==> src/rtl/cpu_exec_pkg.sv <==
// Shared constants for the execute/memory slice: datapath width, opcode map and ALU function codes.
// The optional ALU status flags are enabled by defining ALU_FLAGS_EN.
package cpu_exec_pkg;

    localparam int DATA_W = 8;

    localparam logic [3:0] OP_RTYPE = 4'h0;
    localparam logic [3:0] OP_ADDI  = 4'h1;
    localparam logic [3:0] OP_LW    = 4'h2;
    localparam logic [3:0] OP_SW    = 4'h3;
    localparam logic [3:0] OP_BEQ   = 4'h4;
    localparam logic [3:0] OP_BNE   = 4'h5;
    localparam logic [3:0] OP_J     = 4'h6;

    localparam logic [2:0] ALU_ADD = 3'b000;
    localparam logic [2:0] ALU_SUB = 3'b001;
    localparam logic [2:0] ALU_AND = 3'b010;
    localparam logic [2:0] ALU_OR  = 3'b011;
    localparam logic [2:0] ALU_XOR = 3'b100;
    localparam logic [2:0] ALU_SLT = 3'b101;
    localparam logic [2:0] ALU_SLL = 3'b110;
    localparam logic [2:0] ALU_SRL = 3'b111;

endpackage

==> src/rtl/cpu_exec_if.sv <==
// Bundle of decoder/regfile inputs and control/datapath outputs of the execute slice.
// With ALU_FLAGS_EN defined the bundle also carries alu_zero/alu_carry/alu_ovf.
// There is no handshake: every output is a combinational function of the current
// inputs plus the data memory contents, valid whenever the inputs are stable.
interface cpu_exec_if;
    import cpu_exec_pkg::*;

    logic [3:0]        opcode;
    logic [2:0]        func;
    logic [DATA_W-1:0] ra;
    logic [DATA_W-1:0] rb;
    logic [DATA_W-1:0] imm;

    logic              reg_dst;
    logic              reg_write;
    logic              alusrc;
    logic [2:0]        alufn;
    logic              mem_read;
    logic              mem_write;
    logic              mem_to_reg;
    logic              nia;
    logic              br;
    logic [DATA_W-1:0] aluout;
    logic [DATA_W-1:0] mem_out;
    logic [DATA_W-1:0] wb_data;

`ifdef ALU_FLAGS_EN
    logic              alu_zero;
    logic              alu_carry;
    logic              alu_ovf;

    modport master (
        output opcode, func, ra, rb, imm,
        input  reg_dst, reg_write, alusrc, alufn, mem_read, mem_write, mem_to_reg,
        input  nia, br, aluout, mem_out, wb_data, alu_zero, alu_carry, alu_ovf
    );
    modport slave (
        input  opcode, func, ra, rb, imm,
        output reg_dst, reg_write, alusrc, alufn, mem_read, mem_write, mem_to_reg,
        output nia, br, aluout, mem_out, wb_data, alu_zero, alu_carry, alu_ovf
    );
`else
    modport master (
        output opcode, func, ra, rb, imm,
        input  reg_dst, reg_write, alusrc, alufn, mem_read, mem_write, mem_to_reg,
        input  nia, br, aluout, mem_out, wb_data
    );
    modport slave (
        input  opcode, func, ra, rb, imm,
        output reg_dst, reg_write, alusrc, alufn, mem_read, mem_write, mem_to_reg,
        output nia, br, aluout, mem_out, wb_data
    );
`endif

endinterface

==> src/rtl/cpu_exec_alu.sv <==
// Combinational 8-bit ALU with operand-B select and branch compare.
// Status flags (zero/carry/overflow) exist only when ALU_FLAGS_EN is defined.
module cpu_exec_alu
    import cpu_exec_pkg::*;
(
    input  logic [2:0]        alufn,
    input  logic              alusrc,
    input  logic              is_beq,
    input  logic              is_bne,
    input  logic [DATA_W-1:0] a,
    input  logic [DATA_W-1:0] rb,
    input  logic [DATA_W-1:0] imm,
    output logic [DATA_W-1:0] result,
    output logic              br
`ifdef ALU_FLAGS_EN
    ,
    output logic              alu_zero,
    output logic              alu_carry,
    output logic              alu_ovf
`endif
);

    logic [DATA_W-1:0] b;

    assign b = alusrc ? imm : rb;

    always_comb begin
        result = '0;
        case (alufn)
            ALU_ADD: result = a + b;
            ALU_SUB: result = a - b;
            ALU_AND: result = a & b;
            ALU_OR:  result = a | b;
            ALU_XOR: result = a ^ b;
            ALU_SLT: result = {{(DATA_W-1){1'b0}}, ($signed(a) < $signed(b))};
            ALU_SLL: result = a << b[2:0];
            ALU_SRL: result = a >> b[2:0];
            default: result = '0;
        endcase
    end

    // Branches always compare the raw register operands.
    assign br = (is_beq && (a == rb)) || (is_bne && (a != rb));

`ifdef ALU_FLAGS_EN
    logic [DATA_W:0] sum_ext;
    logic [DATA_W:0] diff_ext;

    assign sum_ext  = {1'b0, a} + {1'b0, b};
    assign diff_ext = {1'b0, a} - {1'b0, b};

    always_comb begin
        alu_carry = 1'b0;
        alu_ovf   = 1'b0;
        case (alufn)
            ALU_ADD: begin
                alu_carry = sum_ext[DATA_W];
                alu_ovf   = (a[DATA_W-1] == b[DATA_W-1]) && (result[DATA_W-1] != a[DATA_W-1]);
            end
            ALU_SUB: begin
                alu_carry = diff_ext[DATA_W];
                alu_ovf   = (a[DATA_W-1] != b[DATA_W-1]) && (result[DATA_W-1] != a[DATA_W-1]);
            end
            default: begin
                alu_carry = 1'b0;
                alu_ovf   = 1'b0;
            end
        endcase
    end

    assign alu_zero = (result == '0);
`endif

endmodule

==> src/rtl/cpu_exec_unit.sv <==
// Execute/memory slice of the 8-bit single-cycle CPU: control decode, ALU, 256x8 data memory, writeback mux.
// Define ALU_FLAGS_EN to expose alu_zero/alu_carry/alu_ovf on the bus interface.
module cpu_exec_unit
    import cpu_exec_pkg::*;
#(
    parameter int DMEM_AW = 8
)(
    input  logic      clk,
    input  logic      rst,
    cpu_exec_if.slave bus
);

    localparam int DEPTH = 1 << DMEM_AW;

    logic              reg_dst;
    logic              reg_write;
    logic              alusrc;
    logic [2:0]        alufn;
    logic              mem_read;
    logic              mem_write;
    logic              mem_to_reg;
    logic              nia;
    logic              is_beq;
    logic              is_bne;
    logic              br;
    logic [DATA_W-1:0] aluout;
    logic [DATA_W-1:0] mem_out;
    logic [DMEM_AW-1:0] addr;
    logic [DATA_W-1:0] mem_q [DEPTH];

    always_comb begin
        reg_dst    = 1'b0;
        reg_write  = 1'b0;
        alusrc     = 1'b0;
        alufn      = ALU_ADD;
        mem_read   = 1'b0;
        mem_write  = 1'b0;
        mem_to_reg = 1'b0;
        nia        = 1'b1;
        is_beq     = 1'b0;
        is_bne     = 1'b0;
        case (bus.opcode)
            OP_RTYPE: begin
                reg_write  = 1'b1;
                reg_dst    = 1'b1;
                mem_to_reg = 1'b1;
                alufn      = bus.func;
            end
            OP_ADDI: begin
                reg_write  = 1'b1;
                alusrc     = 1'b1;
                mem_to_reg = 1'b1;
            end
            OP_LW: begin
                reg_write = 1'b1;
                alusrc    = 1'b1;
                mem_read  = 1'b1;
            end
            OP_SW: begin
                alusrc    = 1'b1;
                mem_write = 1'b1;
            end
            OP_BEQ: begin
                alufn  = ALU_SUB;
                is_beq = 1'b1;
            end
            OP_BNE: begin
                alufn  = ALU_SUB;
                is_bne = 1'b1;
            end
            OP_J:    nia = 1'b0;
            default: ;
        endcase
    end

    cpu_exec_alu u_alu (
        .alufn     (alufn),
        .alusrc    (alusrc),
        .is_beq    (is_beq),
        .is_bne    (is_bne),
        .a         (bus.ra),
        .rb        (bus.rb),
        .imm       (bus.imm),
        .result    (aluout),
        .br        (br)
`ifdef ALU_FLAGS_EN
        ,
        .alu_zero  (bus.alu_zero),
        .alu_carry (bus.alu_carry),
        .alu_ovf   (bus.alu_ovf)
`endif
    );

    assign addr = aluout[DMEM_AW-1:0];

    // Reset wins over a same-cycle store so the memory comes out of reset fully cleared.
    always_ff @(posedge clk) begin
        if (rst) begin
            for (int i = 0; i < DEPTH; i++) begin
                mem_q[i] <= '0;
            end
        end else if (mem_write) begin
            mem_q[addr] <= bus.rb;
        end
    end

    // Asynchronous read gives the pre-edge contents on a read-during-write.
    assign mem_out = mem_read ? mem_q[addr] : '0;

    assign bus.reg_dst    = reg_dst;
    assign bus.reg_write  = reg_write;
    assign bus.alusrc     = alusrc;
    assign bus.alufn      = alufn;
    assign bus.mem_read   = mem_read;
    assign bus.mem_write  = mem_write;
    assign bus.mem_to_reg = mem_to_reg;
    assign bus.nia        = nia;
    assign bus.br         = br;
    assign bus.aluout     = aluout;
    assign bus.mem_out    = mem_out;
    assign bus.wb_data    = mem_to_reg ? aluout : mem_out;

endmodule

==> src/flat_wrapper.sv <==
// flat-port wrapper written by rule: the top's interface ports become plain ports
module cpu_exec_unit_flat import cpu_exec_pkg::*;
#(
    parameter int DMEM_AW = 8
)
  (clk, rst, bus_opcode, bus_func, bus_ra, bus_rb, bus_imm, bus_reg_dst, bus_reg_write, bus_alusrc, bus_alufn, bus_mem_read, bus_mem_write, bus_mem_to_reg, bus_nia, bus_br, bus_aluout, bus_mem_out, bus_wb_data);
  cpu_exec_if bus_i ();
  input  logic clk;
  input  logic rst;
  input wire logic [$bits(bus_i.opcode)-1:0] bus_opcode;
  input wire logic [$bits(bus_i.func)-1:0] bus_func;
  input wire logic [$bits(bus_i.ra)-1:0] bus_ra;
  input wire logic [$bits(bus_i.rb)-1:0] bus_rb;
  input wire logic [$bits(bus_i.imm)-1:0] bus_imm;
  output wire logic [$bits(bus_i.reg_dst)-1:0] bus_reg_dst;
  output wire logic [$bits(bus_i.reg_write)-1:0] bus_reg_write;
  output wire logic [$bits(bus_i.alusrc)-1:0] bus_alusrc;
  output wire logic [$bits(bus_i.alufn)-1:0] bus_alufn;
  output wire logic [$bits(bus_i.mem_read)-1:0] bus_mem_read;
  output wire logic [$bits(bus_i.mem_write)-1:0] bus_mem_write;
  output wire logic [$bits(bus_i.mem_to_reg)-1:0] bus_mem_to_reg;
  output wire logic [$bits(bus_i.nia)-1:0] bus_nia;
  output wire logic [$bits(bus_i.br)-1:0] bus_br;
  output wire logic [$bits(bus_i.aluout)-1:0] bus_aluout;
  output wire logic [$bits(bus_i.mem_out)-1:0] bus_mem_out;
  output wire logic [$bits(bus_i.wb_data)-1:0] bus_wb_data;
  assign bus_i.opcode = bus_opcode;
  assign bus_i.func = bus_func;
  assign bus_i.ra = bus_ra;
  assign bus_i.rb = bus_rb;
  assign bus_i.imm = bus_imm;
  assign bus_reg_dst = bus_i.reg_dst;
  assign bus_reg_write = bus_i.reg_write;
  assign bus_alusrc = bus_i.alusrc;
  assign bus_alufn = bus_i.alufn;
  assign bus_mem_read = bus_i.mem_read;
  assign bus_mem_write = bus_i.mem_write;
  assign bus_mem_to_reg = bus_i.mem_to_reg;
  assign bus_nia = bus_i.nia;
  assign bus_br = bus_i.br;
  assign bus_aluout = bus_i.aluout;
  assign bus_mem_out = bus_i.mem_out;
  assign bus_wb_data = bus_i.wb_data;
  cpu_exec_unit #(.DMEM_AW(DMEM_AW)) u_core (.clk(clk), .rst(rst), .bus(bus_i));
endmodule
==> config.mk <==
export PLATFORM = sky130hd
export DESIGN_NAME = cpu_exec_unit_flat
export DESIGN_NICKNAME = d
export VERILOG_FILES = /design/src/rtl/cpu_exec_pkg.sv /design/src/rtl/cpu_exec_if.sv /design/src/rtl/cpu_exec_alu.sv /design/src/rtl/cpu_exec_unit.sv /design/src/flat_wrapper.sv
export SDC_FILE = /design/constraint.sdc
export NUM_CORES = 2
export LEC_CHECK = 0
export CORE_MARGIN = 1
export CORE_UTILIZATION = 52
export DETAILED_ROUTE_END_ITERATION = 7
export PLACE_DENSITY = 0.65
export SETUP_SLACK_MARGIN = 0.4
export SKIP_LAST_GASP = 1
export SLEW_MARGIN = 15
export SYNTH_ARGS = -nofsm -noshare
export SYNTH_HDL_FRONTEND = slang
export SYNTH_HIERARCHICAL = 1
export SYNTH_SLANG_ARGS = --single-unit
==> constraint.sdc <==
create_clock -name clk -period 10.3 [get_ports clk]
set_input_delay 2.575 -clock clk [delete_from_list [all_inputs] [get_ports clk]]
set_output_delay 2.575 -clock clk [all_outputs]
set_load 0.005 [all_outputs]
==> out/summary.md <==
The run finished, with violations left. The final reports fail on DRC, setup timing. The final period utilization is 1.02, and the initial DRC count is 10600. For this block, the via count after detailed routing is 66100.

Ranked by flip-flop count, first place goes to u_core/mem_q. The tools report the number of detailed-routing iterations run before antenna repair as 8. For this design the static power due to leakage is 48.5 nW. The number of enable-type register cells in the synthesized netlist came out at 2048. The logs give 0.523 for the starting density of the core and 0.607 for the final design utilization.

The top cell types in the final layout, fill and taps aside, are sky130_fd_sc_hd__and3_1 (2058), sky130_fd_sc_hd__edfxtp_1 (2048), sky130_fd_sc_hd__buf_4 (649). Setup violations remaining at the end of the flow were counted as 14. Largest fanout on the critical path: 5.

The post-cts hold buffer count was 0; the synthesized area divided by synthesized cell count was 14.2 sq um. In this run the worst hold path is classified as in2reg. STA classifies the critical path endpoint as a primary output. The initial antenna violation count was 12. The wire length of the first global-routing pass came out at 458000 microns. The per-cell routed wire length works out to 33.0 microns. The largest registers in the layout are u_core/mem_q (2048). The synthesized cell area came out at 98300 sq um. In this run, synthesis produced a sequential element count of 2048. The run gives 68 as the number of primary I/O pins.

No sink is reached through more buffers than the 3 on the longest clock path. The HPWL after detailed placement is 197000 microns, and the number of instances in the synthesized netlist is 6904. The worst setup path is launched from a primary input. The final layout contains 7101 nets. The most frequent standard cell in the layout excluding fill and tap cells was sky130_fd_sc_hd__and3_1.

STA puts the critical path data required time at 7.73 ns. For the max-slew violation count, the log shows 0. In the final layout, the multi-input gates occupy 33700 sq um. Counting the fill cells in the layout gives 13900. The number of flip-flops in the largest register was 2048; the count of final hold-check violations was 0. The library cell contributing the largest single delay on the critical path was sky130_fd_sc_hd__nor4_4. Ranked by total cell area, the synthesized netlist is headed by sky130_fd_sc_hd__edfxtp_1 (63%), sky130_fd_sc_hd__and3_1 (13%), sky130_fd_sc_hd__mux4_2 (9.8%), sky130_fd_sc_hd__mux2i_1 (3.1%), sky130_fd_sc_hd__clkbuf_1 (2.9%). The number of global-route vias before repair was 62400. For the sequential share of the synthesized area, the log shows 0.626. The max-slew headroom at the worst pin was 0.179. The die covers 191000 sq um. Using the TritonRoute via totals, the vias-per-cell ratio works out to 6.80. The post-route minimum period was 10.53 ns.

The critical path class is in2out. TritonCTS built the clock tree. The area fraction of the dominant cell type after synthesis was 0.626.

Max-cap violations in this run came to 0. For the number of distinct standard cells referenced by the synthesized netlist, the log shows 77. CTS sink count: 2048. The total length of routed wires was 320000 microns; the die width was 437 microns. The total area inside the core boundary comes to 188000 sq um. The cell sitting at the root of the clock tree is a sky130_fd_sc_hd__clkbuf_16.

The leading register cell type out of synthesis is sky130_fd_sc_hd__edfxtp_1. Placement row count: 159. The tools report the final routed DRC violation total as 44. For the pin with the worst max-slew slack, the measured transition is 1.23 ns. The area of all placed cells without fillers was 114000 sq um. Largest area contributor in the netlist: sky130_fd_sc_hd__edfxtp_1.

After the flow finishes, the layout carries non-filler instances totaling 9716. The count of buffers from port buffering was 67; the global-route usage over all layers was 0.330. The maximum level of the CTS H-tree is 4, and the final global-route overflow total is 0. The share of final-layout standard cells stronger than drive strength 1 is 0.241. Prior to clock tree synthesis, the placed netlist has a worst setup slack of -1.72 ns.

Entering global routing, the biggest net connects 181 pins. The maximum cell stage delay along the critical path was 0.50 ns. The tools report the least setup slack across all paths after layout as -0.230 ns. The logs give 7.95 ns for the critical path arrival and 6 for the count of warnings emitted by yosys. Summing all placed instances gives a cell area of 105000 sq um.

VDD sags by at most 0.144 mV. The maximum clock frequency came out at 95.0 MHz. The overall die height is 437 microns, and the proportion of synthesized flip-flops having asynchronous set or reset is 0.

The count of placed standard cells including taps is 9215, and the sequential cell area is 61500 sq um. The congestion estimate from routability-driven global placement came to 0.939. Counting stages on the worst path, the most repeated cell is sky130_fd_sc_hd__buf_4. Compared with the post-synthesis result, the final layout area differs by 15.9%. The clock-pin slew on the worst setup and hold paths is 0.06 ns, and the ratio of total power to cell area is 198 nW/um^2. Synthesis produced a netlist with a net count of 6964.

Setup repair after global routing could not meet its margin everywhere. The detail route stage leaves a number of antenna-violating nets equal to 0. In this run, CTS created clock tree buffers numbering 208.
==> worst max-delay path: cells and delay by family <==
| family | cells | cell delay (ns) |
|---|---|---|
| compound gates | 9 | 1.27 |
| fa+ha+maj | 2 | 0.52 |
| buf+inv | 12 | 1.75 |
| mux | 2 | 0.68 |
| simple gates | 5 | 1.10 |
==> area by class of cell <==
class	instances	area share
Inverter	36	0.00124
Antenna cell	3	0.0000659
Multi-Input combinational cell	3857	0.296
Clock inverter	137	0.0108
Sequential cell	2048	0.540
Clock buffer	250	0.0476
Timing Repair Buffer	890	0.0767
Tap cell	2495	0.0274
==> logic make-up (layout without fill, tap and decap cells) <==
kind of cell,Yosys count,after routing,synth area share
buffers and inverters,999,1313,0.0421
xor gates and xnor gates,18,18,0.00160
muxes,735,735,0.130
DFF,2048,2048,0.626
and+or+nand+nor,2447,2447,0.150
other,0,3,0
adders and majority gates,27,27,0.00359
AOI/OAI and AO/OA,630,630,0.0469
==> per-layer routing <==
| layer | track usage | share of wire |
|---|---|---|
| met3 | 0.0682 | 0.12 |
| met4 | 0.124 | 0.042 |
| met5 | 0 | 0.000041 |
| met2 | 0.498 | 0.45 |
| met1 | 0.473 | 0.38 |
==> through the flow <==
step | TNS, ns | hold WS [ns] | total power [mW]
2_1_floorplan | 0 | 3.02 | 12.2
3_3_place_gp | -19.85 | 3.33 | 14.7
3_5_place_dp | -18.41 | 3.33 | 14.7
4_1_cts | -2.03 | 2.40 | 22.4
5_1_grt | -3.12 | 2.45 | 23.1
6_report | -1.81 | 2.43 | 22.6
==> worst paths after layout <==
check | end | cells after the start | startpoint
worst max-delay path | bus_wb_data[0] | 30 | bus_opcode[2]
worst min-delay path | u_core/mem_q[130][4]$_SDFFCE_PN0P_ | 3 | bus_rb[4]
==> synth_stat cells (7+ instances only) <==
library cell and n:
sky130_fd_sc_hd__buf_2 146, sky130_fd_sc_hd__inv_1 29, sky130_fd_sc_hd__and2_1 8, sky130_fd_sc_hd__a22oi_1 110, sky130_fd_sc_hd__nor2_1 64, sky130_fd_sc_hd__a21oi_1 56, sky130_fd_sc_hd__nand2_1 137, sky130_fd_sc_hd__buf_4 41
sky130_fd_sc_hd__clkbuf_1 759, sky130_fd_sc_hd__xnor2_1 16, sky130_fd_sc_hd__a221oi_1 15, sky130_fd_sc_hd__nand2b_1 11, sky130_fd_sc_hd__ha_1 25, sky130_fd_sc_hd__or3_1 7, sky130_fd_sc_hd__and3_1 2058, sky130_fd_sc_hd__o21ai_0 34
sky130_fd_sc_hd__nor3_1 26, sky130_fd_sc_hd__a22o_1 13, sky130_fd_sc_hd__o211ai_1 18, sky130_fd_sc_hd__a32oi_1 14, sky130_fd_sc_hd__mux2i_1 300, sky130_fd_sc_hd__a21o_1 264, sky130_fd_sc_hd__mux4_2 429, sky130_fd_sc_hd__nand4_1 18
sky130_fd_sc_hd__nand3_1 70, sky130_fd_sc_hd__nor4_1 9, sky130_fd_sc_hd__a31oi_1 12, sky130_fd_sc_hd__buf_1 10, sky130_fd_sc_hd__nor2b_1 12, sky130_fd_sc_hd__o22ai_1 23, sky130_fd_sc_hd__buf_6 7, sky130_fd_sc_hd__edfxtp_1 2048
sky130_fd_sc_hd__a211oi_1 9
==> repair_timing <==
action / 4_1_cts / 5_1_grt
buffers inserted: 76 / 33
pin swaps: 60 / 31
cloned: 2 / 0
endpoints found under the setup margin: 16 / 16
gates resized for setup: 243 / 64
==> where the power goes <==
group	leakage [nW]	internal [mW]	switching (mW)
clock network	3.26	4.25	3.30
logic	25.8	2.16	3.20
registers	19.4	9.56	0.118
(Power assumes the default switching activity.)
